<file path="src/rtl/sram_like_arbiter_2x1.sv">
// sram_like_arbiter_2x1: shares one SRAM-like master port between the
// instruction-refill requester and the data requester. One transaction may be
// outstanding at a time. Data wins arbitration unless instruction has already
// been passed over STARVE_LIMIT times in a row while it was waiting.
//
// Handshake semantics (all three SRAM-like ports): a requester raises req with
// stable wr/size/addr/wdata and holds them until addr_ok is seen in the same
// cycle (request accepted). Exactly one data_ok pulse later returns the
// response; rdata is meaningful only in the data_ok cycle.
module sram_like_arbiter_2x1 #(
  parameter int STARVE_LIMIT = 4,
  parameter int CNT_W        = 3
) (
  input  logic             aclk,
  input  logic             aresetn,
  // instruction requester
  input  logic             inst_req,
  input  logic             inst_wr,
  input  logic [1:0]       inst_size,
  input  logic [31:0]      inst_addr,
  input  logic [31:0]      inst_wdata,
  output logic             inst_addr_ok,
  output logic             inst_data_ok,
  output logic [31:0]      inst_rdata,
  // data requester
  input  logic             data_req,
  input  logic             data_wr,
  input  logic [1:0]       data_size,
  input  logic [31:0]      data_addr,
  input  logic [31:0]      data_wdata,
  output logic             data_addr_ok,
  output logic             data_data_ok,
  output logic [31:0]      data_rdata,
  // shared master port
  output logic             m_req,
  output logic             m_wr,
  output logic [1:0]       m_size,
  output logic [31:0]      m_addr,
  output logic [31:0]      m_wdata,
  input  logic             m_addr_ok,
  input  logic             m_data_ok,
  input  logic [31:0]      m_rdata,
  // debug visibility of the arbitration state
  output logic [1:0]       dbg_state_o,
  output logic             dbg_owner_o,
  output logic [CNT_W-1:0] dbg_starve_cnt_o
);

  localparam logic [1:0] S_IDLE = 2'd0;
  localparam logic [1:0] S_ADDR = 2'd1;
  localparam logic [1:0] S_DATA = 2'd2;

  localparam logic OWN_DATA = 1'b0;
  localparam logic OWN_INST = 1'b1;

  localparam logic [CNT_W-1:0] LIMIT = CNT_W'(STARVE_LIMIT);

  logic [1:0]       state_q, state_d;
  logic             owner_q, owner_d;
  logic [CNT_W-1:0] starve_q, starve_d;
  logic             owner_req;

  // The current owner's request line; only meaningful outside IDLE.
  assign owner_req = (owner_q == OWN_INST) ? inst_req : data_req;

  // State register: state, owner and starvation counter.
  always_ff @(posedge aclk or negedge aresetn) begin
    if (!aresetn) begin
      state_q  <= S_IDLE;
      owner_q  <= OWN_DATA;
      starve_q <= '0;
    end else begin
      state_q  <= state_d;
      owner_q  <= owner_d;
      starve_q <= starve_d;
    end
  end

  // Next-state logic: grant in IDLE, wait for acceptance, wait for response.
  always_comb begin
    state_d  = state_q;
    owner_d  = owner_q;
    starve_d = starve_q;
    case (state_q)
      S_IDLE: begin
        if (data_req && (!inst_req || (starve_q < LIMIT))) begin
          owner_d = OWN_DATA;
          state_d = S_ADDR;
          // Count consecutive data wins only while instruction is waiting.
          if (inst_req) begin
            starve_d = (starve_q >= LIMIT) ? LIMIT : starve_q + CNT_W'(1);
          end else begin
            starve_d = '0;
          end
        end else if (inst_req) begin
          owner_d  = OWN_INST;
          state_d  = S_ADDR;
          starve_d = '0;
        end
      end
      S_ADDR: begin
        // A withdrawn request abandons the grant without touching the counter.
        if (!owner_req) begin
          state_d = S_IDLE;
        end else if (m_addr_ok) begin
          state_d = S_DATA;
        end
      end
      S_DATA: begin
        if (m_data_ok) begin
          state_d = S_IDLE;
        end
      end
      default: begin
        state_d = S_IDLE;
      end
    endcase
  end

  // Output logic: master-port mux and handshake routing to the owner only.
  always_comb begin
    m_req        = 1'b0;
    m_wr         = 1'b0;
    m_size       = 2'd0;
    m_addr       = 32'd0;
    m_wdata      = 32'd0;
    inst_addr_ok = 1'b0;
    data_addr_ok = 1'b0;
    inst_data_ok = 1'b0;
    data_data_ok = 1'b0;
    if ((state_q == S_ADDR) || (state_q == S_DATA)) begin
      if (owner_q == OWN_INST) begin
        m_wr    = inst_wr;
        m_size  = inst_size;
        m_addr  = inst_addr;
        m_wdata = inst_wdata;
      end else begin
        m_wr    = data_wr;
        m_size  = data_size;
        m_addr  = data_addr;
        m_wdata = data_wdata;
      end
    end
    if (state_q == S_ADDR) begin
      m_req = owner_req;
      if (owner_q == OWN_INST) begin
        inst_addr_ok = m_addr_ok & owner_req;
      end else begin
        data_addr_ok = m_addr_ok & owner_req;
      end
    end
    if (state_q == S_DATA) begin
      if (owner_q == OWN_INST) begin
        inst_data_ok = m_data_ok;
      end else begin
        data_data_ok = m_data_ok;
      end
    end
  end

  // Read data is broadcast; each requester qualifies it with its own data_ok.
  assign inst_rdata = m_rdata;
  assign data_rdata = m_rdata;

  assign dbg_state_o      = state_q;
  assign dbg_owner_o      = owner_q;
  assign dbg_starve_cnt_o = starve_q;

endmodule

</file>
<file path="config.mk">
export PLATFORM = sky130hd
export DESIGN_NAME = sram_like_arbiter_2x1
export DESIGN_NICKNAME = d
export VERILOG_FILES = /design/src/rtl/sram_like_arbiter_2x1.sv
export SDC_FILE = /design/constraint.sdc
export NUM_CORES = 1
export LEC_CHECK = 0
export ABC_AREA = 1
export BUFFER_PORTS_ARGS = -buffer_cell sky130_fd_sc_hd__buf_2
export CAP_MARGIN = 20
export CORE_AREA = 2 2 121 123
export DETAILED_ROUTE_END_ITERATION = 8
export DIE_AREA = 0 0 123 125
export GPL_TIMING_DRIVEN = 0
export SYNTH_ARGS = -nofsm -noshare
export SYNTH_HDL_FRONTEND = slang
export SYNTH_SLANG_ARGS = --single-unit
</file>
<file path="constraint.sdc">
create_clock -name aclk -period 3.9 [get_ports aclk]
set_clock_uncertainty 0.05 [all_clocks]
set_input_delay 0.585 -clock aclk [delete_from_list [all_inputs] [get_ports aclk]]
set_output_delay 0.585 -clock aclk [all_outputs]
set_load 0.02 [all_outputs]
</file>
==> results.sh, run 1 <==
export IMPL_crit_path_time_final_ps=2770
export IMPL_postLayoutCoreUtil_pct=25.3
export IMPL_grt_first_pass_wirelength_mm=14.2
export IMPL_synthTopCellsByArea="sky130_fd_sc_hd__nor2_1, sky130_fd_sc_hd__buf_4, sky130_fd_sc_hd__o21ai_0"
export IMPL_postSynthCellCount=345
export IMPL_finalMaxSlewViolations=0
export IMPL_worst_setup_path_end_kind="primary output"
export IMPL_crit_fanout=10
export IMPL_dieHeight_microns=125
export IMPL_synth_cell_area_sq_um=1880
export IMPL_powerDensity_nw_per_um2=788
export IMPL_post_route_cells_drive_above_1_share_pct=59.1
export IMPL_total_leakage_power_nw=2.20
export IMPL_detailedRoute_firstPassIterationCount=4
export IMPL_cts_made_buffers=3
export IMPL_clkLatencyLatePin_ps=220
export IMPL_synth_enable_flop_cells=0
export IMPL_r2r_slack_ps=2480
export IMPL_core_area_sq_um=14200
export IMPL_num_nets_final=808
export IMPL_drv_cap=0
export IMPL_io_pin_count=314
export IMPL_overflow=0
export IMPL_vias_per_cell=3.78
export IMPL_critical_path_startpoint_type="flip-flop"
export IMPL_worst_endpoint_arrival_ps=2140
export IMPL_hold_buffers=0
export IMPL_cts_root_buf="sky130_fd_sc_hd__clkbuf_16"
export IMPL_drtAntennaViolNets=0
export IMPL_area_enclosed_by_the_die_boundary_sq_um=15400
export IMPL_combinational_family_with_the_most_area_after_synthesis="buffers and inverters"
export IMPL_cts_setup_buffers=0
export IMPL_synth_top_area_share_pct=27.7
export IMPL_grt_start_max_net_pins=11
export IMPL_synth_cells_most_frequent="sky130_fd_sc_hd__nor2_1, sky130_fd_sc_hd__o21ai_0, sky130_fd_sc_hd__buf_4"
export IMPL_ys_flop_type="sky130_fd_sc_hd__dfrtp_1"
export IMPL_finalSetupTns_ps=0
export IMPL_status="finished, final reports clean"
export IMPL_finalHoldViolations=0
export IMPL_fmax_mhz=361
export IMPL_rsz_0062_raised_after_global_routing="no"
export IMPL_fin_worst_hold_slack_ps=126
export IMPL_synthDistinctLibCells=21
export IMPL_vias_in_the_first_global_route=2656
export IMPL_yosysWarningCount=0
export IMPL_max_slew_margin_pct=67.7
export IMPL_clkSlewWorstSetupHoldPaths_ps=30
export IMPL_setup_worst_path_class="flip-flop to primary output"
export IMPL_synth_compound_gate_area_share_pct=20.2
export IMPL_detailedRoute_firstIterationViolations=115
export IMPL_irDropWorstVdd_uv=417
export IMPL_port_buffers=281
export IMPL_synth_most_common_cell="sky130_fd_sc_hd__nor2_1"
export IMPL_worst_hold_path_type="primary input to asynchronous set/reset pin"
export IMPL_initial_core_util_pct=13.2
export IMPL_timing_final_setup_violations=0
export IMPL_post_cts_resized=0
export IMPL_parity_gate_share_of_the_synthesized_area_counting_xor_and_xnor_cells_pct=0
export IMPL_antenna_found_initial=0
export IMPL_syn_num_nets=522
export IMPL_fill_cells=1654
export IMPL_synth_simple_gate_area_share_pct=34.1
export IMPL_synth_fa_ha_area_share_pct=3.33
export IMPL_area_growth_syn_to_layout_pct=91.0
export IMPL_critical_path_reg2reg_endpoint="dbg_state_o[0]$_DFFE_PN0P_"
export IMPL_synth_area_mux_share_pct=0
export IMPL_worst_endpoint_required_ps=3260
export IMPL_tritoncts="yes"
export IMPL_routed_wirelength_mm=10.1
export IMPL_number_of_diodes_added_for_antenna_fixing=0
export IMPL_vias=3075
export IMPL_detail_route_drc_violations=0
export IMPL_asr_flop_ratio_synth_pct=100
export IMPL_post_route_period_util_pct=71.0
export IMPL_place_congestion=0.822
export IMPL_rows=44
export IMPL_gr_usage_all_layers_pct=11.8
export IMPL_cts_buffer_depth=2
export IMPL_dp_hpwl_mm=8.66
export IMPL_timing_rr_start="dbg_state_o[0]$_DFFE_PN0P_"
export IMPL_timing_worst_slew_pin_value_ps=484
export IMPL_synth_avg_cell_area_sq_um=5.45
export IMPL_worst_r2r_path_depth=8
export IMPL_share_of_the_yosys_chip_area_belonging_to_registers_pct=7.98
export IMPL_synthDominantAreaCellType="sky130_fd_sc_hd__nor2_1"
export IMPL_detail_route_wl_per_cell_microns=12.4
export IMPL_dieWidth_microns=123
export IMPL_clock_sink_count=6
export IMPL_synth_seq_cells=6
export IMPL_clock_tree_htree_level_count=1
worst max-delay path, stage by stage, from the launching register on:
cell and delay, ps:
sky130_fd_sc_hd__dfrtp_1 380, sky130_fd_sc_hd__inv_1 80, sky130_fd_sc_hd__ha_1 390, sky130_fd_sc_hd__clkbuf_2 340, sky130_fd_sc_hd__buf_2 260, sky130_fd_sc_hd__o21ai_0 100, sky130_fd_sc_hd__nor2_1 170, sky130_fd_sc_hd__buf_2 190
metal layers:
layer  global-route usage, %  wire length (microns)  up-vias
met4                    1.27                     47        0
met3                    1.55                    940        8
met1                    15.3                   4140     1310
met5                       0                      0        -
li1                        -                      -     1594
met2                    21.1                   4980      163
worst max path at each step:
stage	depth (start not counted)	startpoint	to
after detailed placement	7	dbg_state_o[0]$_DFFE_PN0P_	m_wdata[5]
after floorplan	6	dbg_state_o[0]$_DFFE_PN0P_	m_wdata[23]
after CTS	7	dbg_state_o[0]$_DFFE_PN0P_	m_wdata[5]
final	7	dbg_state_o[0]$_DFFE_PN0P_	m_wdata[5]
after global placement	7	dbg_state_o[0]$_DFFE_PN0P_	m_wdata[5]
after global routing	7	dbg_state_o[0]$_DFFE_PN0P_	m_wdata[25]
stage by stage:
step / worst slack [ps] / power, mW / std cells / instance area, sq um
after floorplan: 1690 / 1.77 / 345 / 1880
after global placement: 1230 / 2.71 / 810 / 3520
after detailed placement: 1210 / 2.71 / 810 / 3520
after CTS: 968 / 2.88 / 813 / 3590
after global routing: 870 / 3.12 / 813 / 3590
final: 1130 / 2.83 / 813 / 3590
flip-flops by register name (all words and copies together), names as in the netlist:
| signal | flops |
|---|---|
| dbg_starve_cnt_o | 3 |
| dbg_state_o | 2 |
| dbg_owner_o | 1 |
cell type report:
type,instances,area (sq um),area share [%]
clock buffers,3,75.1,2.09
well taps,184,230,6.41
plain buffers,86,592,16.5
flip-flops and latches,6,150,4.18
repair buffers,281,1410,39.2
inverters,14,53.8,1.50
multi-input cells,239,1080,30.2
kinds of logic after synthesis:
group,after synthesis
simple gates,161
buf+inv,100
compound gates,73
flops,6
fa+ha+maj,5
cell usage in the layout (no fill, tap or decap), drive strengths merged, types with 3 or more instances in the layout:
cell / instances
a21oi: 3
ha: 5
nor3: 4
nor2: 139
dfrtp: 6
buf: 357
inv: 13
clkbuf: 13
nand2: 13
nand3: 4
o21ai: 69
power by group:
group	switching, mW	internal, mW	total (mW)
sequential	0.0244	0.0884	0.113
combinational	1.75	0.804	2.55
clock	0.0328	0.131	0.164
total	1.81	1.02	2.83
(Power assumes the default switching activity.)
==> run 2, diff against run 1 <==
==> constraint.sdc (replaced) <==
create_clock -name aclk -period 2.4 [get_ports aclk]
set_clock_uncertainty 0.05 [all_clocks]
set_input_delay 0.36 -clock aclk [delete_from_list [all_inputs] [get_ports aclk]]
set_output_delay 0.36 -clock aclk [all_outputs]
set_load 0.02 [all_outputs]
==> run 2 against run 1 <==
Net effect: non-clock buffer count is 1 higher; register-to-register slack worse by 1400 ps; combinational power rose by 67%; global-route usage about the same; clock power up 63%; sequential power up 63%; first-iteration DRC count up 17%; critical endpoint unchanged; cell count rose by 0.12%; flip-flop and latch count stayed put; largest cell class unchanged; core utilization increased by 0.34 points; clock-buffer cell count did not move; design area grew 1.4%; largest power group unchanged.
==> results.sh, run 2 (same netlist as run 1, synthesis figures left out) <==
export IMPL_post_route_cells_drive_above_1_share_pct=59.4
export IMPL_timing_worst_slew_pin_value_ps=485
export IMPL_finalHoldViolations=0
export IMPL_multi_input_comb_area_sq_um=1100
export IMPL_vias_per_cell=3.74
export IMPL_dieHeight_microns=125
export IMPL_powerDensity_nw_per_um2=1300
export IMPL_cts_root_buf="sky130_fd_sc_hd__clkbuf_16"
export IMPL_num_nets_final=809
export IMPL_max_slew_margin_pct=67.7
export IMPL_dp_hpwl_mm=8.66
export IMPL_vias=3048
export IMPL_clkSlewWorstSetupHoldPaths_ps=30
export IMPL_cts_buffer_depth=2
export IMPL_timing_final_setup_violations=0
export IMPL_detail_route_wl_per_cell_microns=12.4
export IMPL_critical_path_startpoint_type="flip-flop"
export IMPL_fill_cells=1651
export IMPL_port_buffers=281
export IMPL_vias_in_the_first_global_route=2662
export IMPL_fin_worst_hold_slack_ps=346
export IMPL_mostFrequentLayoutCells="sky130_fd_sc_hd__buf_2, sky130_fd_sc_hd__nor2_1, sky130_fd_sc_hd__o21ai_0, sky130_fd_sc_hd__buf_4, sky130_fd_sc_hd__inv_1"
export IMPL_slowest_stage="sky130_fd_sc_hd__dfrtp_1"
export IMPL_r2r_slack_ps=1050
export IMPL_crit_path_time_final_ps=2260
export IMPL_clock_sink_count=6
export IMPL_cp_cell_sequence="inv_1, ha_4, clkbuf_8, buf_4, o21ai_0, nor2_1, buf_2"
export IMPL_timing_critical_path_buf_inv=4
export IMPL_critPathMaxStageDelay_ps=380
export IMPL_dp_worst_setup_slack_ps=-63.5
export IMPL_worst_endpoint_arrival_ps=1850
export IMPL_detail_route_drc_violations=0
export IMPL_tritoncts="yes"
export IMPL_setup_worst_path_class="flip-flop to primary output"
export IMPL_gr_usage_all_layers_pct=11.8
export IMPL_irDropWorstVdd_uv=696
export IMPL_place_congestion=0.822
export IMPL_finalMaxSlewViolations=0
export IMPL_cts_made_buffers=3
export IMPL_fmax_mhz=442
export IMPL_io_pin_count=314
export IMPL_largest_reg_flops=3
export IMPL_total_power_mw=4.72
export IMPL_detailedRoute_firstIterationViolations=135
export IMPL_initial_core_util_pct=13.2
export IMPL_post_route_period_util_pct=94.4
export IMPL_overflow=0
export IMPL_place_area_sq_um=3520
export IMPL_grt_start_max_net_pins=11
export IMPL_crit_fanout=10
export IMPL_grt_first_pass_wirelength_mm=14.3
export IMPL_total_leakage_power_nw=2.21
export IMPL_most_common_cell_after_layout_fill_and_taps_aside="sky130_fd_sc_hd__buf_2"
export IMPL_clock_tree_htree_level_count=1
export IMPL_dieWidth_microns=123
export IMPL_core_area_sq_um=14200
export IMPL_worst_hold_path_type="primary input to flip-flop"
export IMPL_drv_cap=0
export IMPL_rsz_0062_raised_after_global_routing="yes"
export IMPL_status="finished, final reports clean"
export IMPL_cp_top_family="buffers and inverters"
export IMPL_worst_setup_path_end_kind="primary output"
export IMPL_final_area_sq_um=3640
export IMPL_clkLatencyLatePin_ps=220
export IMPL_number_of_diodes_added_for_antenna_fixing=0
export IMPL_rows=44
export IMPL_worst_endpoint_required_ps=1990
export IMPL_setup_ws_ps=135
export IMPL_area_growth_syn_to_layout_pct=93.6
export IMPL_area_sequential_sq_um=150
export IMPL_routed_wirelength_mm=10.1
export IMPL_detailedRoute_firstPassIterationCount=4
export IMPL_area_enclosed_by_the_die_boundary_sq_um=15400
export IMPL_antenna_found_initial=0
export IMPL_drtAntennaViolNets=0
## run 2: timing repair
| item | CTS | global route |
|---|---|---|
| resized for setup | 6 | 7 |
| hold endpoints to repair | 6 | 0 |
| setup buffers | 0 | 0 |
| setup endpoints to repair | 37 | 14 |
| pin swaps | 1 | 3 |
| hold buffers | 1 | 0 |
## run 2: path summary, 6_finish.rpt
kind                                       startpoint  cells after the start                               to
max                        dbg_state_o[0]$_DFFE_PN0P_                      7                       m_wdata[5]
min                                         m_addr_ok                      3       dbg_state_o[1]$_DFFE_PN0P_
max reg2reg                dbg_state_o[0]$_DFFE_PN0P_                      8       dbg_state_o[0]$_DFFE_PN0P_
min reg2reg                dbg_state_o[1]$_DFFE_PN0P_                      2       dbg_state_o[1]$_DFFE_PN0P_
max in group asynchronous                     aresetn                      2       dbg_state_o[1]$_DFFE_PN0P_
min in group asynchronous                     aresetn                      2  dbg_starve_cnt_o[0]$_DFFE_PN0P_
## run 2: metal layers
| layer | GRT usage [%] | part of all wire [%] | up-vias |
|---|---|---|---|
| met5 | 0 | 0 | - |
| met4 | 1.27 | 0.37 | 0 |
| met3 | 1.55 | 9.6 | 4 |
| met2 | 21.1 | 49 | 156 |
| met1 | 15.4 | 41 | 1291 |
| li1 | - | - | 1597 |
## run 2: worst min-delay path, delay by kind of cell
family,cells,cell delay (ps)
buffers and inverters,1,90
and+or+nand+nor,2,140
## run 2: final cells by class
type / instances / share of cell area [%]
well taps: 184 / 6.32
multi-input cells: 239 / 30.1
repair buffers: 282 / 39.0
inverters: 14 / 1.48
plain buffers: 86 / 16.8
clock buffers: 3 / 2.06
flip-flops and latches: 6 / 4.12
## run 2: report_power, final
part | switching, mW | total (mW) | leakage (nW) | internal [mW]
Clock | 0.0532 | 0.267 | 0.0370 | 0.214
Sequential | 0.0400 | 0.184 | 0.0776 | 0.144
Combinational | 2.86 | 4.27 | 2.10 | 1.41
## run 2: per-stage QoR
| step | setup TNS, ps | util (%) | std cells |
|---|---|---|---|
| 3_5_place_dp | -90.7 | 24.8 | 810 |
| 6_report | 0 | 25.6 | 814 |
| 3_3_place_gp | -43.0 | 24.8 | 810 |
| 2_1_floorplan | 0 | - | 345 |
| 5_1_grt | -2.50 | 25.6 | 814 |
| 4_1_cts | 0 | 25.5 | 814 |
